[src/rtl/sync_fifo_param.sv]
// Single-clock FIFO with registered read data, occupancy count and level flags.
// Optional sticky overflow/underflow flags are built only when SYNC_FIFO_ERR_EN is defined.
module sync_fifo_param #(
  parameter int unsigned DATA_W   = 8,
  parameter int unsigned DEPTH    = 16,
  parameter int unsigned AF_LEVEL = DEPTH - 2,
  parameter int unsigned AE_LEVEL = 2
) (
  input  logic                     clk,
  input  logic                     rst,
  input  logic                     wr,
  input  logic                     rd,
  input  logic [DATA_W-1:0]        din,
  output logic [DATA_W-1:0]        dout,
  output logic                     rd_valid,
  output logic [$clog2(DEPTH):0]   count,
  output logic                     empty,
  output logic                     full,
  output logic                     almost_empty,
  output logic                     almost_full,
  output logic                     overflow,
  output logic                     underflow
);

  localparam int unsigned PTR_W = $clog2(DEPTH);
  localparam int unsigned CNT_W = PTR_W + 1;

  logic [DATA_W-1:0] mem_q [DEPTH];

  logic [PTR_W-1:0]  wptr_q, wptr_d;
  logic [PTR_W-1:0]  rptr_q, rptr_d;
  logic [CNT_W-1:0]  count_q, count_d;
  logic [DATA_W-1:0] dout_q, dout_d;
  logic              rd_valid_q, rd_valid_d;
  logic              wr_en, rd_en;

  // Status flags decode straight from the count register
  assign empty        = (count_q == '0);
  assign full         = (count_q == CNT_W'(DEPTH));
  assign almost_full  = (count_q >= CNT_W'(AF_LEVEL));
  assign almost_empty = (count_q <= CNT_W'(AE_LEVEL));
  assign count        = count_q;
  assign dout         = dout_q;
  assign rd_valid     = rd_valid_q;

  // A full FIFO still takes a write when a read frees a slot in the same cycle
  always_comb begin
    wr_en      = wr && (!full || rd);
    rd_en      = rd && !empty;
    wptr_d     = wptr_q;
    rptr_d     = rptr_q;
    count_d    = count_q;
    dout_d     = dout_q;
    rd_valid_d = rd_en;
    if (wr_en) wptr_d = wptr_q + PTR_W'(1);
    if (rd_en) begin
      rptr_d = rptr_q + PTR_W'(1);
      dout_d = mem_q[rptr_q];
    end
    case ({wr_en, rd_en})
      2'b10:   count_d = count_q + CNT_W'(1);
      2'b01:   count_d = count_q - CNT_W'(1);
      default: count_d = count_q;
    endcase
  end

  always_ff @(posedge clk) begin
    if (rst) begin
      wptr_q     <= '0;
      rptr_q     <= '0;
      count_q    <= '0;
      dout_q     <= '0;
      rd_valid_q <= 1'b0;
    end else begin
      wptr_q     <= wptr_d;
      rptr_q     <= rptr_d;
      count_q    <= count_d;
      dout_q     <= dout_d;
      rd_valid_q <= rd_valid_d;
    end
  end

  // Storage is never cleared; reset only drops the write issued alongside it
  always_ff @(posedge clk) begin
    if (wr_en && !rst) mem_q[wptr_q] <= din;
  end

`ifdef SYNC_FIFO_ERR_EN
  logic overflow_q, overflow_d;
  logic underflow_q, underflow_d;

  always_comb begin
    overflow_d  = overflow_q  || (wr && full && !rd);
    underflow_d = underflow_q || (rd && empty && !wr);
  end

  always_ff @(posedge clk) begin
    if (rst) begin
      overflow_q  <= 1'b0;
      underflow_q <= 1'b0;
    end else begin
      overflow_q  <= overflow_d;
      underflow_q <= underflow_d;
    end
  end

  assign overflow  = overflow_q;
  assign underflow = underflow_q;
`else
  assign overflow  = 1'b0;
  assign underflow = 1'b0;
`endif

endmodule

[config.mk]
export PLATFORM = sky130hd
export DESIGN_NAME = sync_fifo_param
export DESIGN_NICKNAME = d
export VERILOG_FILES = /design/src/rtl/sync_fifo_param.sv
export SDC_FILE = /design/constraint.sdc
export NUM_CORES = 1
export LEC_CHECK = 0
export BUFFER_PORTS_ARGS = -buffer_cell sky130_fd_sc_hd__buf_2
export CAP_MARGIN = 20
export CELL_PAD_IN_SITES_DETAIL_PLACEMENT = 0
export CELL_PAD_IN_SITES_GLOBAL_PLACEMENT = 2
export CORE_ASPECT_RATIO = 1.4
export CORE_MARGIN = 3
export CORE_UTILIZATION = 48
export CTS_CLUSTER_DIAMETER = 150
export DETAILED_ROUTE_END_ITERATION = 8
export PLACE_DENSITY_LB_ADDON = 0.1
export SLEW_MARGIN = 20
export SYNTH_ARGS = -nofsm -noshare
export SYNTH_HDL_FRONTEND = slang
export SYNTH_SLANG_ARGS = --single-unit
export TNS_END_PERCENT = 100
[constraint.sdc]
create_clock -name clk -period 9.85 [get_ports clk]
set_input_delay 0.4925 -clock clk [delete_from_list [all_inputs] [get_ports clk]]
set_output_delay 0.4925 -clock clk [all_outputs]
set_load 0.02 [all_outputs]
==> summary.md, run 1 <==
| Metric | Value |
|---|---|
| Clock transition at the registers of the reported paths | `around 0.060 ns` |
| Vias | `about 3300` |
| Max stage delay on crit path | `0.59 ns` |
| Clock Skew | `0.008925 ns` |
| Area Growth Syn to Fin | `13.49%` |
| CTS buffer count | `17` |
| Crit start category | `flop` |
| WL final | `between 10000 and 15000 um` |
| Clock Power Share | `approximately 38%` |
| Critical Path RT | `~10 ns` |
| Hpwl dp | `8392 um` |
| Gr usage total | `between 10% and 20%` |
| I/O Pins | `32` |
| Max Clock Freq | `0.2887 GHz` |
| Antenna violations before repair | `0` |
| Design Power | `roughly 0.0017 W` |
| Avg Vias per Cell | `around 5.6` |
| Hold-fix buffers at CTS | `0` |
| CP max stage cell | `or4_4` |
| DR top layer | `met4` |
| Critical path class | `reg2reg` |
| Int Power | `0.001223 W` |
| Switching share of power | `between 20% and 30%` |
| Total congestion overflow | `0` |
| Post-Syn Area | `just over 0.006 sq mm` |
| Psw | `about 0.00047 W` |
| # Post-CTS Setup Buffers | `0` |
| Number of synthesized flops with an enable pin | `128` |
| Asr flop ratio synth | `0%` |
| Synthesized area per cell | `between 15 and 20 sq um` |
| Pin count of the biggest net entering global routing | `48` |
| CP most frequent cell | `inv_1` |
| Die W | `100.8 um` |
| Cell depth of the worst setup path | `11` |
| Die area | `between 0.01 and 0.015 sq mm` |
| Routability cong. | `0.8088` |
| DRT Pass-1 Iters | `5` |
| Yosys top cell by area | `edfxtp_1` |
| Core area | `~0.012 sq mm` |
| Fin. max-slew vios | `0` |
| DR DRC count | `0` |
| Critical Path Sink Type | `flop` |
| Peak supply drop | `around 0.00014 V` |
| Reg2reg path depth | `11` |
| Yosys cell types | `37` |
| Most frequent cells after synthesis | `edfxtp_1, mux2i_1, nor2_1` |
| Comb pwr share | `around 17%` |
| Register share of total power | `~45%` |
| Skew-Pair Late Insertion Delay | `between 0.4 and 0.5 ns` |
| Sequential area share after synthesis | `70.93%` |
| Worst slew margin | `38.61%` |
| Endpoints failing setup | `0` |
| Actual slew at the worst max-slew pin | `a little over 0.9 ns` |
| CTS tree | `yes` |
| Share of layout cells above drive strength 1 | `~15%` |
| Antenna viol nets, final | `0` |
| M1 WL | `between 5000 and 6000 um` |
| Clock buffer depth | `2` |
| Final Net Count | `450` |
| Setup TNS | `0 ns` |
| Initial core utilization | `50.10%` |
| Maxcap violations | `0` |
| Leak | `roughly 2.2 nW` |
| First-pass GRT wire length | `19330 um` |
| Hold slack | `around 0.34 ns` |
| Hold Crit Depth | `3` |
| Clk sink count | `150` |
| HP Class | `in2reg` |
| Most common cell in the netlist | `edfxtp_1` |
| Initial DRC count | `approximately 150` |
| Post_cts resized | `0` |
| Layout Cells excl Fill | `588` |
| Average wire per cell in the routed design | `approximately 21 um` |
| Worst Path Buf+Inv | `2` |
| Post-synth top area share | `between 60% and 70%` |
| # rows | `47` |
| Clock root buffer | `clkbuf_16` |
| Min Tclk post-route | `between 3 and 4 ns` |
| Period utilisation layout | `between 30% and 40%` |
| Dpl cells | `between 500 and 600` |
| Arr. time, crit path | `~3.8 ns` |
| Antenna cells | `0` |
| Synth Instances | `400` |
| Vias in the first global route | `3314` |
| CP delay by family, top | `simple AND/OR/NAND/NOR gates` |
| RSZ-0062 raised after global routing | `false` |
| Critical-path cell list | `or4_4 -> o31a_1 -> inv_1 -> ha_1 -> inv_1 -> fa_1 -> nor2b_1 -> o21ai_0 -> nand3_1 -> or3b_2 -> mux2_2` |
| Die height | `138.7 um` |
| CTS H-tree depth | `4` |
| Cell Pwr Density | `between 200 and 250 mW/mm^2` |
| Synth warn | `0` |
| Most used DFF post-synth | `edfxtp_1` |
| Final Hold Viols | `0` |
| Status | `complete, no violations` |
| Synth top area cells | `edfxtp_1, mux2i_1, dfxtp_1, o22ai_1, nor2_1` |
| Max FO, Critical Path | `9` |
| Port Buf Inserts | `29` |
| Met3 wire length | `~460 um` |
| FF+latch count, synth | `150` |
| WL met2 | `approximately 6700 um` |
==> cells in the final DEF, fill, tap and decap left out, types with 2 or more instances in the layout <==
master / Yosys / layout
nor2b_1: 2 / 2
nand3b_1: 4 / 4
clkbuf_16: 0 / 17
mux2i_1: 65 / 65
o22ai_1: 32 / 32
nor4_1: 8 / 8
xor2_1: 5 / 5
clkinvlp_4: 0 / 5
a211oi_1: 7 / 7
edfxtp_1: 128 / 128
ha_1: 9 / 9
buf_2: 7 / 29
nand2_1: 11 / 11
clkbuf_1: 9 / 3
clkinv_4: 0 / 2
clkinv_2: 0 / 2
dfxtp_1: 22 / 21
inv_1: 9 / 9
nor2_1: 46 / 46
conb_1: 1 / 2
bufinv_16: 0 / 3
nand3_1: 3 / 3
a21oi_1: 6 / 6
xnor2_1: 3 / 3
or3_1: 2 / 2
==> state kept, by name, indices dropped and copies added, names as in the netlist <==
register,count
dout,8
mem_q,128
rptr_q,4
rd_valid,1
count,5
wptr_q,4
==> stage by stage <==
step | cell area, sq um | setup WS, ns | util (%)
after floorplan | 6043 | 6.650 | -
after global placement | 6262 | 6.505 | 51.95
after detailed placement | 6262 | 6.408 | 51.95
after CTS | 6854 | 6.397 | 56.86
after global routing | 6854 | 6.207 | 56.86
final | 6854 | 6.386 | 56.86
==> power by group through the flow <==
stage                     Combinational, W  Sequential (W)  Clock [W]
after detailed placement          0.000299        0.000769          0
after CTS                         0.000299        0.000756   0.000652
after global routing              0.000325        0.000762   0.000680
after floorplan                   0.000183        0.000790          0
after global placement            0.000295        0.000767          0
final                             0.000293        0.000756   0.000641
==> worst register-to-register path, delay by kind of cell, from the launching register on <==
kind | cells | cell delay (ns)
mux | 1 | 0.27
flops | 1 | 0.36
buf+inv | 2 | 0.21
fa+ha+maj | 2 | 0.62
simple gates | 4 | 1.33
compound gates | 2 | 0.55
==> final timing paths <==
kind	startpoint	endpoint	slack (ns)
max	count[0]	count[4]	6.39
min	rd	rd_valid	0.34
max reg2reg	count[0]	count[4]	6.39
min reg2reg	dout[3]	dout[3]	0.50
==> layout make-up <==
| type | instances | area [sq um] |
|---|---|---|
| Fill cell | 977 | 5201 |
| Sequential cell | 150 | 4288 |
| Multi-Input combinational cell | 220 | 1604 |
| Clock buffer | 20 | 436.7 |
| Tap cell | 147 | 183.9 |
| Clock inverter | 12 | 155.1 |
| Timing Repair Buffer | 30 | 152.6 |
| Inverter | 9 | 33.78 |
==> metal layers <==
metal,vias to the layer above,track usage (%)
li1,1576,-
met1,1639,23.94
met2,71,32.77
met3,15,4.882
met4,0,5.110
met5,-,0
==> cells by family after synthesis <==
group	count (synthesis)	share of synthesized area (%)
other	1	0.06209
xor gates and xnor gates	8	1.160
AOI/OAI and AO/OA	51	5.531
buffers and inverters	31	2.569
and+or+nand+nor	83	6.588
muxes	66	10.96
adders and majority gates	10	2.196
DFF	150	70.93
No activity file was read; power rests on OpenSTA's default activity.
==> run 2, diff against run 1 <==
Settings changed: CORE_UTILIZATION 48 to 44.
Clock period 9.85 ns to 3.6 ns, I/O delays scaled along.
==> summary.md, run 2 (synthesized netlist as in run 1, its figures left out) <==
| Metric | Value |
|---|---|
| Status | `complete, no violations` |
| WL final | `12730 um (+2.0%)` |
| Layout Cell Area excl Fill | `0.006944 sq mm (+1.3%)` |
| Fin. max-slew vios | `0 (unchanged)` |
| Most flops, register | `mem_q` |
| Fill cell count | `1195 (+22%)` |
| Clk sink count | `150 (unchanged)` |
| Most common cell after layout, fill and taps aside | `edfxtp_1` |
| Die height | `144.6 um (+4.3%)` |
| I/O Pins | `32 (unchanged)` |
| RSZ-0062 raised after global routing | `false` |
| Share of layout cells above drive strength 1 | `16.40% (+1.2 points)` |
| Antenna viol nets, final | `0 (unchanged)` |
| Gr usage total | `17.93% (-1.2 points)` |
| Vias | `3282 (-0.58%)` |
| Hpwl dp | `8532 um (+1.7%)` |
| Max Clock Freq | `0.3076 GHz (+6.6%)` |
| Hold slack | `0.03182 ns (-0.3127 ns)` |
| Pin count of the biggest net entering global routing | `38 (-21%)` |
| Clock transition at the registers of the reported paths | `0.06 ns (about the same)` |
| Clock Skew | `0.01044 ns (+0.001519 ns)` |
| Die area | `0.01519 sq mm (+8.6%)` |
| Peak supply drop | `0.0003171 V (+130%)` |
| Worst slew margin | `36.82% (-1.8 points)` |
| First-pass GRT wire length | `19440 um (+0.54%)` |
| Critical Path RT | `3.90 ns (-6.25 ns)` |
| Final Hold Viols | `0 (unchanged)` |
| HP Class | `in2reg` |
| Total congestion overflow | `0 (unchanged)` |
| Port Buf Inserts | `29 (unchanged)` |
| Leak | `2.263 nW (+2.0%)` |
| Antenna violations before repair | `0 (unchanged)` |
| Skew-Pair Late Insertion Delay | `0.41 ns (about the same)` |
| Post_cts resized | `0 (unchanged)` |
| Critical Path Sink Type | `flop` |
| Hold-fix buffers at CTS | `0 (unchanged)` |
| # rows | `50 (+6.4%)` |
| Die W | `105.0 um (+4.2%)` |
| # Post-CTS Setup Buffers | `0 (unchanged)` |
| Min Tclk post-route | `3.251 ns (-0.2131 ns)` |
| Multi-input logic area | `0.001604 sq mm (unchanged)` |
| Cell Pwr Density | `670.0 mW/mm^2 (+170%)` |
| Final Net Count | `454 (+0.89%)` |
| Clock root buffer | `clkbuf_16` |
| Setup TNS | `0 ns (unchanged)` |
| Largest register FFs | `128 (unchanged)` |
| Core area | `0.01339 sq mm (+11%)` |
| Average wire per cell in the routed design | `20.30 um (-4.4%)` |
| Commonest non-fill, non-tap cells in the layout | `edfxtp_1, mux2i_1, nor2_1` |
| Placed cell area | `0.006336 sq mm (+1.2%)` |
| DR DRC count | `0 (unchanged)` |
| Initial core utilization | `45.11% (-5.0 points)` |
| FF+latch area | `0.004288 sq mm (unchanged)` |
| CTS tree | `yes` |
| Max FO, Critical Path | `6 (-3)` |
| CTS buffer count | `17 (unchanged)` |
| Avg Vias per Cell | `5.234 (-6.8%)` |
| Design Power | `0.004653 W (+180%)` |
| Critical path class | `reg2reg` |
| Period utilisation layout | `90.30% (+55 points)` |
| Vias in the first global route | `3335 (+0.63%)` |
| CTS H-tree depth | `4 (unchanged)` |
| Maxcap violations | `0 (unchanged)` |
| Initial DRC count | `179 (+16%)` |
| Antenna cells | `0 (unchanged)` |
| Actual slew at the worst max-slew pin | `0.9442 ns (+0.02675 ns)` |
| Endpoints failing setup | `0 (unchanged)` |
| DRT Pass-1 Iters | `5 (unchanged)` |
| Arr. time, crit path | `3.55 ns (-0.22 ns)` |
| Crit start category | `flop` |
| Routability cong. | `0.7313 (-9.6%)` |
| Area Growth Syn to Fin | `14.98%` |
| Clock buffer depth | `2 (unchanged)` |
run 2: cell types whose count changed in the layout (fill, tap and decap cells not counted), sizes merged:
cell and delta:
buf +4, clkbuf -1, clkinv +4, clkinvlp -3
run 2: metrics by stage:
stage	setup slack (ns)	utilization, %	instances
after global routing	0.2012	51.87	627
after CTS	0.3370	51.87	627
after global placement	0.4551	47.33	595
after detailed placement	0.3486	47.33	595
final	0.3493	51.87	627
after floorplan	0.4004	-	401
run 2: area by class of cell:
class | instances | share of cell area [%]
clock inverter | 13 | 2.234
clock buffer | 19 | 6.523
multi-input combinational | 220 | 23.10
sequential | 150 | 61.75
inverter | 9 | 0.4865
tap | 182 | 3.279
timing repair buffer | 34 | 2.631
run 2: worst paths after layout:
kind / endpoint / start / slack, ns / cells after the start
max: count[4] / count[0] / 0.35 / 11
min: rd_valid / rd / 0.03 / 3
max reg2reg: count[4] / count[0] / 0.35 / 11
min reg2reg: dout[3] / dout[3] / 0.50 / 2
run 2: layer usage:
| metal | vias to the layer above | global-route usage, % | wire length [um] |
|---|---|---|---|
| li1 | 1586 | - | - |
| met1 | 1622 | 21.18 | 5257 |
| met2 | 62 | 32.13 | 6849 |
| met3 | 12 | 3.573 | 385 |
| met4 | 0 | 7.395 | 239 |
| met5 | - | 0 | 0 |
run 2: power by group:
| group | switching [W] | internal (W) | total [W] |
|---|---|---|---|
| Combinational | 0.000516 | 0.000288 | 0.000804 |
| Sequential | 0.0000893 | 0.00198 | 0.00207 |
| Clock | 0.000658 | 0.00112 | 0.00178 |
| Total | 0.00126 | 0.00339 | 0.00465 |
run 2: worst max-delay path, cell delays in order (launching register included):
cell and delay [ns]:
dfxtp_1 0.37, or4_4 0.59, o31a_1 0.27, inv_1 0.06, ha_1 0.24, inv_1 0.11, fa_1 0.38, nor2b_1 0.16
o21ai_0 0.13, nand3_1 0.10, or3b_2 0.46, mux2_2 0.28
